<file path="config.mk">
export PLATFORM = sky130hd
export DESIGN_NAME = psk_mod_stream
export DESIGN_NICKNAME = d
export VERILOG_FILES = /design/src/rtl/psk_mod_stream.sv
export SDC_FILE = /design/constraint.sdc
export NUM_CORES = 1
export LEC_CHECK = 0
export CAP_MARGIN = 20
export CORE_MARGIN = 1.5
export CORE_UTILIZATION = 25
export CTS_BUF_LIST = sky130_fd_sc_hd__clkbuf_8
export CTS_CLUSTER_DIAMETER = 50
export DETAILED_ROUTE_END_ITERATION = 6
export SLEW_MARGIN = 30
export SYNTH_ARGS = -nofsm -noshare
export SYNTH_HDL_FRONTEND = slang
export SYNTH_SLANG_ARGS = --single-unit
</file>
<file path="constraint.sdc">
create_clock -name clk -period 4.3 [get_ports clk]
set_clock_uncertainty 0.2 [all_clocks]
set_input_delay 0.86 -clock clk [delete_from_list [all_inputs] [get_ports clk]]
set_output_delay 0.86 -clock clk [all_outputs]
set_load 0.02 [all_outputs]
</file>
<file path="src/rtl/psk_mod_stream.sv">
// rtl/psk_mod_stream.sv - serial-bit to QPSK/BPSK modulator, SPS samples per symbol, optional PSK_DIFF_ENC_EN differential encoding
module psk_mod_stream #(
   parameter int W   = 8,
   parameter int SPS = 8
) (
   input  logic                clk,
   input  logic                rst,
   input  logic                mode,
   input  logic                bit_in,
   input  logic                bit_valid,
   output logic                bit_ready,
   input  logic signed [W-1:0] cos_in,
   input  logic signed [W-1:0] sin_in,
   output logic                out_valid,
   output logic signed [W:0]   mod_out,
   output logic                sym_start,
   output logic                underrun
);
   localparam int CNT_W = (SPS > 1) ? $clog2(SPS) : 1;
   localparam logic [CNT_W-1:0] CNT_LAST = CNT_W'(SPS - 1);
   localparam logic signed [W+1:0] SUM_MAX = (W+2)'((1 << W) - 1);
   localparam logic signed [W+1:0] SUM_MIN = ~SUM_MAX;

   typedef enum logic {S_IDLE = 1'b0, S_RUN = 1'b1} state_t;
   state_t state_q, state_d;

   logic             col_cnt_q, col_cnt_d, col_bi_q, col_bi_d;
   logic             pend_full_q, pend_full_d, pend_bi_q, pend_bi_d;
   logic             pend_bq_q, pend_bq_d, pend_mode_q, pend_mode_d;
   logic             act_si_q, act_si_d, act_sq_q, act_sq_d, act_mode_q, act_mode_d;
   logic [CNT_W-1:0] cnt_q, cnt_d;
   logic             out_valid_q, out_valid_d, sym_start_q, sym_start_d;
   logic             underrun_q, underrun_d;
   logic signed [W:0] mod_out_q, mod_out_d;
   logic             accept, load, sym_last;
   logic signed [W+1:0] cos_x, sin_x, term_i, term_q, sum;
`ifdef PSK_DIFF_ENC_EN
   logic [1:0] phase_q, phase_d, gray_idx;
   logic       bsign_q, bsign_d;
`endif

   assign bit_ready = !pend_full_q;
   assign accept    = bit_valid && !pend_full_q;
   assign sym_last  = (cnt_q == CNT_LAST);
   assign out_valid = out_valid_q;
   assign mod_out   = mod_out_q;
   assign sym_start = sym_start_q;
   assign underrun  = underrun_q;

   // State register
   always_ff @(posedge clk) begin
      if (rst) state_q <= S_IDLE;
      else     state_q <= state_d;
   end

   // Next-state logic: leave RUN only when a symbol ends with nothing pending
   always_comb begin
      state_d = state_q;
      case (state_q)
         S_IDLE:  if (pend_full_q) state_d = S_RUN;
         S_RUN:   if (sym_last && !pend_full_q) state_d = S_IDLE;
         default: state_d = S_IDLE;
      endcase
   end

   // Collector: a QPSK symbol waits for its second bit; BPSK completes on the first.
   // Load and accept never coincide on pend_full, so both are honoured independently.
   always_comb begin
      col_cnt_d   = col_cnt_q;
      col_bi_d    = col_bi_q;
      pend_full_d = pend_full_q;
      pend_bi_d   = pend_bi_q;
      pend_bq_d   = pend_bq_q;
      pend_mode_d = pend_mode_q;
      if (load) pend_full_d = 1'b0;
      if (accept) begin
         if (col_cnt_q) begin
            pend_full_d = 1'b1;
            pend_bi_d   = col_bi_q;
            pend_bq_d   = bit_in;
            pend_mode_d = 1'b0;
            col_cnt_d   = 1'b0;
         end else if (mode) begin
            pend_full_d = 1'b1;
            pend_bi_d   = bit_in;
            pend_bq_d   = 1'b0;
            pend_mode_d = 1'b1;
         end else begin
            col_cnt_d = 1'b1;
            col_bi_d  = bit_in;
         end
      end
   end

   // Sample arithmetic in W+2 bits, then clip to the W+1 signed output range
   always_comb begin
      cos_x  = {{2{cos_in[W-1]}}, cos_in};
      sin_x  = {{2{sin_in[W-1]}}, sin_in};
      term_i = act_si_q ? -cos_x : cos_x;
      term_q = act_mode_q ? '0 : (act_sq_q ? -sin_x : sin_x);
      sum    = term_i + term_q;
   end

   // Output logic: symbol load, counter, registered sample and status flags
   always_comb begin
      load        = 1'b0;
      cnt_d       = '0;
      act_si_d    = act_si_q;
      act_sq_d    = act_sq_q;
      act_mode_d  = act_mode_q;
      out_valid_d = 1'b0;
      sym_start_d = 1'b0;
      underrun_d  = 1'b0;
      mod_out_d   = '0;
`ifdef PSK_DIFF_ENC_EN
      phase_d  = phase_q;
      bsign_d  = bsign_q;
      gray_idx = {pend_bq_q, pend_bi_q ^ pend_bq_q};
`endif
      case (state_q)
         S_IDLE: load = pend_full_q;
         S_RUN: begin
            out_valid_d = 1'b1;
            sym_start_d = (cnt_q == '0);
            underrun_d  = sym_last && !pend_full_q;
            cnt_d       = sym_last ? '0 : cnt_q + 1'b1;
            load        = sym_last && pend_full_q;
            if (sum > SUM_MAX)      mod_out_d = SUM_MAX[W:0];
            else if (sum < SUM_MIN) mod_out_d = SUM_MIN[W:0];
            else                    mod_out_d = sum[W:0];
         end
         default: load = 1'b0;
      endcase
      if (load) begin
         act_mode_d = pend_mode_q;
`ifdef PSK_DIFF_ENC_EN
         if (pend_mode_q) begin
            bsign_d  = bsign_q ^ pend_bi_q;
            act_si_d = bsign_d;
            act_sq_d = 1'b0;
         end else begin
            phase_d  = phase_q + gray_idx;
            act_si_d = phase_d[1] ^ phase_d[0];
            act_sq_d = phase_d[1];
         end
`else
         act_si_d = pend_bi_q;
         act_sq_d = pend_bq_q;
`endif
      end
   end

   // Datapath registers
   always_ff @(posedge clk) begin
      if (rst) begin
         col_cnt_q   <= 1'b0;
         col_bi_q    <= 1'b0;
         pend_full_q <= 1'b0;
         pend_bi_q   <= 1'b0;
         pend_bq_q   <= 1'b0;
         pend_mode_q <= 1'b0;
         act_si_q    <= 1'b0;
         act_sq_q    <= 1'b0;
         act_mode_q  <= 1'b0;
         cnt_q       <= '0;
         out_valid_q <= 1'b0;
         sym_start_q <= 1'b0;
         underrun_q  <= 1'b0;
         mod_out_q   <= '0;
      end else begin
         col_cnt_q   <= col_cnt_d;
         col_bi_q    <= col_bi_d;
         pend_full_q <= pend_full_d;
         pend_bi_q   <= pend_bi_d;
         pend_bq_q   <= pend_bq_d;
         pend_mode_q <= pend_mode_d;
         act_si_q    <= act_si_d;
         act_sq_q    <= act_sq_d;
         act_mode_q  <= act_mode_d;
         cnt_q       <= cnt_d;
         out_valid_q <= out_valid_d;
         sym_start_q <= sym_start_d;
         underrun_q  <= underrun_d;
         mod_out_q   <= mod_out_d;
      end
   end

`ifdef PSK_DIFF_ENC_EN
   // Differential phase / BPSK sign state, cleared only by reset
   always_ff @(posedge clk) begin
      if (rst) begin
         phase_q <= 2'd0;
         bsign_q <= 1'b0;
      end else begin
         phase_q <= phase_d;
         bsign_q <= bsign_d;
      end
   end
`endif

endmodule

</file>
==> qor.csv, run 1 <==
stage,metric,value,unit
cells_and_area,nets,280,
routing,vias,1516,
cells_and_area,syn2layout_area_growth,28.8,%
die,dieHeight,86.2,um
routing,drt_pre_antenna_iters,4,
cells_and_area,diodes,0,
synth,yosys_register_bits,25,
routing,wire_per_inst,11.6,um
die,die_x,86.2,um
timing,fin_tns_setup,0,ns
placement,dp_hpwl,3.10,mm
critical_path,required,4.24,ns
placement,io_buffers,33,
die,core,6760,um^2
cts,clock_latency,0.28,ns
die,die_area,7430,um^2
cells_and_area,final_common_cell,clkdlybuf4s50_1,
global_route,track_usage,11.0,%
synth,syn_avg_cell_area,8.41,um^2
critical_path,path_cells,clkdlybuf4s50_1 -> nor4_4 -> nand2_1 -> nand2_1 -> xor2_1 -> nor2_1 -> ha_1 -> a21oi_2 -> nor2b_1 -> a311o_1 -> or3_1 -> a22oi_4 -> o31ai_1,
power,powerDensity,261,nW/um^2
global_route,grt_max_degree,17,
timing,setup_viol,0,
routing,vias_per_cell,4.69,
status,status,"finished, final reports clean",
critical_path,cpMostUsedCell,nand2_1,
power,power,0.582,mW
critical_path,worst_setup_path_start_kind,input port,
cts,ctsHoldBuffers,0,
die,ios,34,
timing,slew_headroom,59.1,%
critical_path,arrival,3.92,ns
timing,worstMarginPinSlew,0.608,ns
routing,drc,0,
synth,yosysSeqAreaShare,28.9,%
placement,gp_congestion,0.806,
power,vdd_drop_max,96.6,uV
cts,cts_max_level,1,
cts,clock-root-buffer,clkbuf_8,
job,drv_cap,0,
cells_and_area,drive_above_1_share,8.23,%
min_path,hold_path.class,reg2reg,
global_route,grt_pass1_vias,1434,
die,initial_core_util,25.6,%
power,power_leakage,0.873,nW
cts,cts_setup_buffers,0,
critical_path,max_stage_delay,0.51,ns
synth,synth_area,1730,um^2
cts,cts_tree,built,
cts,cts_resized,0,
timing,rsz0062_at_grt,false,
cts,cts_buffers,3,
timing,hold_viol_final,0,
timing,clock.fmax,251,MHz
synth,yosys_warnings,0,
timing,finalWorstPathRequiredPeriod,3.98,ns
synth,synth_fp_nets,242,
synth,netlist_instances,206,
timing,slew_viol_final,0,
critical_path,slowest_stage,clkdlybuf4s50_1,
cts,clockBufferDepth,2,
global_route,grt_pass1_wl,6.60,mm
routing,wl,3.76,mm
cells_and_area,mostFrequentLayoutCells,"clkdlybuf4s50_1 (33), dfxtp_1 (25), nor2_1 (20)",
global_route,antenna_found_initial,0,
critical_path,crit_fanout,8,
global_route,grt-ovfl-total,0,
cts,cts.reportedPaths.clkPinSlew,0.10,ns
die,num_rows,30,
synth,yosysUniqueCellTypes,47,
cts,clock-sinks,25,
routing,drtAntennaViolNets,0,
timing,fin_crit_sh,92.7,%
critical_path,crit_path_end_kind,flip-flop,
routing,drt-initial-drc-count,126,
critical_path,criticalPathCategory,in2reg,
-- where the power goes --
part	internal (mW)	total (mW)	switching [mW]
clock	0.0679	0.146	0.0780
sequential	0.242	0.248	0.00594
combinational	0.0890	0.188	0.0989
-- kinds of logic after synthesis --
family          count (synthesis)  synth area share (%)
simple gates                   65                  19.7
compound gates                 55                  22.8
flops                          25                  28.9
buf+inv                        22                  4.77
xor+xnor                       19                  9.61
fa+ha+maj                      15                  11.3
mux                             5                  2.89
-- layout make-up --
class	count	area, um^2
Tap cell	80	100
Clock buffer	3	41.3
Fill cell	704	4530
Sequential cell	25	500
Clock inverter	1	8.76
Timing Repair Buffer	38	368
Inverter	17	63.8
Multi-Input combinational cell	159	1150
-- final timing paths --
kind | start | end | slack, ns | depth (start not counted)
worst min-delay path | cnt_q[2]$_SDFF_PP0_ | sym_start$_SDFF_PP0_ | 0.24 | 1
worst max register to register | act_si_q$_SDFFE_PP0P_ | mod_out[4]$_SDFF_PP0_ | 1.25 | 9
worst max-delay path | sin_in[3] | mod_out[4]$_SDFF_PP0_ | 0.32 | 13
worst min register to register | cnt_q[2]$_SDFF_PP0_ | sym_start$_SDFF_PP0_ | 0.24 | 1
-- cell usage after synthesis, drive strengths merged --
| master | n | share of area, % |
|---|---|---|
| a211oi | 2 | 1.2 |
| a21o | 2 | 0.87 |
| a21oi | 12 | 3.9 |
| a221oi | 1 | 0.51 |
| a22oi | 1 | 1.2 |
| a311o | 1 | 0.58 |
| a31o | 1 | 0.51 |
| a31oi | 2 | 0.72 |
| a32oi | 1 | 0.51 |
| a41oi | 1 | 0.51 |
| and2 | 2 | 0.72 |
| and3 | 2 | 0.72 |
| clkbuf | 5 | 1.1 |
| dfxtp | 25 | 29 |
| fa | 1 | 1.2 |
| ha | 14 | 10 |
| inv | 17 | 3.7 |
| mux2i | 5 | 2.9 |
| nand2 | 15 | 3.3 |
| nand2b | 2 | 0.72 |
| nand3 | 3 | 0.87 |
| nand3b | 1 | 0.43 |
| nand4b | 1 | 0.51 |
| nor2 | 20 | 4.3 |
| nor2b | 7 | 2.5 |
| nor3 | 2 | 0.58 |
| nor3b | 1 | 0.43 |
| nor4 | 2 | 1.6 |
| nor4b | 1 | 0.51 |
| o2111ai | 1 | 0.87 |
| o211ai | 1 | 0.43 |
| o21a | 2 | 0.87 |
| o21ai | 15 | 4.3 |
| o22ai | 1 | 0.36 |
| o31ai | 7 | 3.0 |
| o41ai | 4 | 2.5 |
| or2 | 2 | 0.72 |
| or2b | 1 | 0.43 |
| or3 | 3 | 1.4 |
| xnor2 | 12 | 6.1 |
| xor2 | 7 | 3.5 |
-- routing by layer --
metal  share of wire [%]  up-vias  GRT usage, %
li1                    -      803             -
met4                 1.4        0          4.25
met3                 5.9        5          2.48
met2                  40       36          16.2
met1                  53      672          15.5
met5                   0        -             0
-- worst max-delay path: cells and delay by family --
family | cells | cell delay (ns)
AND/OR/NAND/NOR | 6 | 1.05
AO/OA/AOI/OAI | 4 | 0.98
adder cells (fa/ha/maj) | 1 | 0.36
buffers and inverters | 1 | 0.51
XOR/XNOR | 1 | 0.15
-- per-stage QoR --
stage	instance area (um^2)	std cells	worst slack, ns	util [%]	hold slack (ns)
finish	2230	323	0.315	33.0	0.238
global route	2230	323	0.114	33.0	0.257
CTS	2230	323	0.337	33.0	0.240
detailed placement	2180	319	0.0489	32.3	0.222
global placement	2180	319	0.106	32.3	0.224
floorplan	1730	206	0.788	-	0.205
-- sequential cells by signal, summed over array words and instances, names as in the netlist --
register and count:
out_valid 1, pend_full_q 1, pend_bq_q 1, state_q 1, pend_bi_q 1, mod_out 9
col_bi_q 1, cnt_q 3, underrun 1, act_si_q 1, sym_start 1, act_mode_q 1
act_sq_q 1, col_cnt_q 1, pend_mode_q 1
No activity file was read; power rests on OpenSTA's default activity.
==> run 2, diff against run 1 <==
--- a/config.mk
+++ b/config.mk
@@ -5,7 +5,7 @@
 export SDC_FILE = /design/constraint.sdc
 export NUM_CORES = 1
 export LEC_CHECK = 0
-export CAP_MARGIN = 20
+export CAP_MARGIN = 40
 export CORE_MARGIN = 1.5
 export CORE_UTILIZATION = 25
 export CTS_BUF_LIST = sky130_fd_sc_hd__clkbuf_8
==> results of run 2 <==
Same layout as run 1: the final DEF is identical, and so are final timing and power.
==> run 3, diff against run 2 <==
--- a/config.mk
+++ b/config.mk
@@ -6,7 +6,7 @@
 export NUM_CORES = 1
 export LEC_CHECK = 0
 export CAP_MARGIN = 40
-export CORE_MARGIN = 1.5
+export CORE_MARGIN = 2
 export CORE_UTILIZATION = 25
 export CTS_BUF_LIST = sky130_fd_sc_hd__clkbuf_8
 export CTS_CLUSTER_DIAMETER = 50
@@ -15,3 +15,4 @@
 export SYNTH_ARGS = -nofsm -noshare
 export SYNTH_HDL_FRONTEND = slang
 export SYNTH_SLANG_ARGS = --single-unit
+export TNS_END_PERCENT = 50
==> constraint.sdc (replaced) <==
create_clock -name clk -period 3.45 [get_ports clk]
set_clock_uncertainty 0.2 [all_clocks]
set_input_delay 0.69 -clock clk [delete_from_list [all_inputs] [get_ports clk]]
set_output_delay 0.69 -clock clk [all_outputs]
set_load 0.02 [all_outputs]
==> run 3 against run 2 <==
  * Worst hold slack worse by 0.010 ns
  * Sequential power increased by 25%
  * Global-route usage up 0.76 points
  * Worst setup slack got worse by 0.22 ns
  * Combinational power grew 68%
  * Critical endpoint is now mod_out[7]$_SDFF_PP0_
==> qor.csv, run 3 (synthesis gave the netlist of run 1 again) <==
stage,metric,value,unit,change
critical_path,criticalPathCategory,in2reg,,
critical_path,crit_path_end_kind,flip-flop,,
die,num_rows,30,,unchanged
cts,cts.reportedPaths.clkPinSlew,0.09,ns,about the same
timing,clock.fmax,298,MHz,
cells_and_area,mostFrequentLayoutCells,"buf_4 (56), dfxtp_1 (25), clkdlybuf4s50_1 (19)",,
global_route,track_usage,11.8,%,+0.76 points
routing,vias,1745,,+15%
critical_path,r2r-end,mod_out[7]$_SDFF_PP0_,,
global_route,grt_pass1_vias,1675,,+17%
global_route,antenna_found_initial,0,,unchanged
critical_path,worst_setup_path_start_kind,input port,,
routing,wl,4.38,mm,+16%
timing,fin_crit_sh,97.2,%,
timing,whs,0.227,ns,-0.0100 ns
critical_path,worst-path-buf-inv,2,,+1
cells_and_area,diodes,0,,unchanged
die,dieHeight,87.2,um,+1.2%
cells_and_area,drive_above_1_share,32.5,%,+24 points
cts,clock-root-buffer,clkbuf_8,,
critical_path,reg2reg_slack,0.40,ns,-0.85 ns
cts,cts_buffers,3,,unchanged
timing,finalWorstPathRequiredPeriod,3.35,ns,
placement,io_buffers,33,,unchanged
global_route,grt_max_degree,16,,-1
power,power_leakage,1.17,nW,+34%
routing,vias_per_cell,4.65,,-0.86%
cells_and_area,largest_register_ffs,9,,unchanged
cts,clockBufferDepth,2,,unchanged
timing,worst_slack,0.0979,ns,-0.217 ns
global_route,grt-ovfl-total,0,,unchanged
critical_path,arrival,3.31,ns,-0.61 ns
routing,drt_pre_antenna_iters,4,,unchanged
critical_path,path_cells,dlygate4sd2_1 -> inv_2 -> nand3_4 -> o41ai_4 -> xnor2_1 -> ha_1 -> nor2b_1 -> a311o_1 -> or3_4 -> a22oi_4 -> o31ai_1,,
min_path,holdPathEnd,sym_start$_SDFF_PP0_,,
min_path,hold_path.class,reg2reg,,
placement,place_area,2480,um^2,+14%
timing,slew_viol_final,0,,unchanged
critical_path,r2r_start,act_si_q$_SDFFE_PP0P_,,
routing,drtAntennaViolNets,0,,unchanged
critical_path,max_stage_delay,0.42,ns,-0.09 ns
min_path,hold_start,cnt_q[2]$_SDFF_PP0_,,
cells_and_area,final_cells,375,,+16%
power,vdd_drop_max,134,uV,+39%
cells_and_area,stdcell_area,2720,um^2,+22%
power,power,0.804,mW,+38%
cells_and_area,nets,332,,+19%
critical_path,r2r_cells,9,,unchanged
die,die_area,7610,um^2,+2.3%
die,initial_core_util,25.6,%,unchanged
job,drv_cap,0,,unchanged
critical_path,cp_top_family,compound AO/OA/AOI/OAI gates,,
routing,drc,0,,unchanged
timing,hold_viol_final,0,,unchanged
placement,gp_congestion,0.827,,+2.7%
die,core,6760,um^2,unchanged
cells_and_area,syn2layout_area_growth,57.3,%,
cts,cts_tree,built,,
cells_and_area,fin_util,40.3,%,+7.3 points
die,ios,34,,unchanged
power,powerDensity,295,nW/um^2,+13%
cells_and_area,final_common_cell,buf_4,,
global_route,grt_pass1_wl,7.28,mm,+10%
critical_path,required,3.41,ns,-0.83 ns
critical_path,crit_fanout,8,,unchanged
timing,setup_viol,0,,unchanged
timing,fin_tns_setup,0,ns,unchanged
routing,wire_per_inst,11.7,um,+0.29%
cts,clock-sinks,25,,unchanged
routing,drt-initial-drc-count,71,,-44%
status,status,"finished, final reports clean",,
placement,post-place-ws,-0.555,ns,-0.604 ns
placement,dp_hpwl,3.42,mm,+10%
cts,cts_max_level,1,,unchanged
cts,clock_latency,0.28,ns,about the same
placement,post-place-cells,359,,+13%
timing,slew_headroom,63.1,%,+4.0 points
critical_path,slowest_stage,or3_4,,
die,die_x,87.2,um,+1.2%
timing,worstMarginPinSlew,0.548,ns,-0.0596 ns
min_path,holdPathStages,1,,unchanged
[run 3: layout make-up]
type                       instances  area (um^2)
clock buffer                       3         41.3
clock inverter                     1         7.51
fill                             686         4030
inverter                          17         63.8
multi-input combinational        159         1270
sequential                        25          500
tap                               80          100
timing repair buffer              90          743
[run 3: what timing repair did]
item	in CTS	in global routing
pin swaps	14	27
setup buffers	5	7
hold buffers	0	0
endpoints found under the setup margin	8	8
gates resized for setup	21	42
[run 3: worst max-delay path by stage]
stage | startpoint | endpoint | cells after the start
5_1_grt | cos_in[1] | mod_out[7]$_SDFF_PP0_ | 11
3_3_place_gp | sin_in[1] | mod_out[7]$_SDFF_PP0_ | 13
4_1_cts | sin_in[5] | mod_out[2]$_SDFF_PP0_ | 14
2_1_floorplan | sin_in[1] | mod_out[3]$_SDFF_PP0_ | 11
3_5_place_dp | sin_in[1] | mod_out[6]$_SDFF_PP0_ | 12
6_report | cos_in[1] | mod_out[7]$_SDFF_PP0_ | 11
[run 3: layer usage]
layer	global-route usage, %	routed length (um)	up-vias
met5	0	0	-
met4	4.90	111	0
met3	1.99	184	9
met2	18.9	1950	45
met1	15.5	2130	784
li1	-	-	907
[run 3: power by group]
part           leakage, nW  switching (mW)  internal, mW
sequential           0.203         0.00747         0.302
combinational        0.944           0.147         0.168
clock               0.0217          0.0973        0.0821
total                 1.17           0.252         0.552
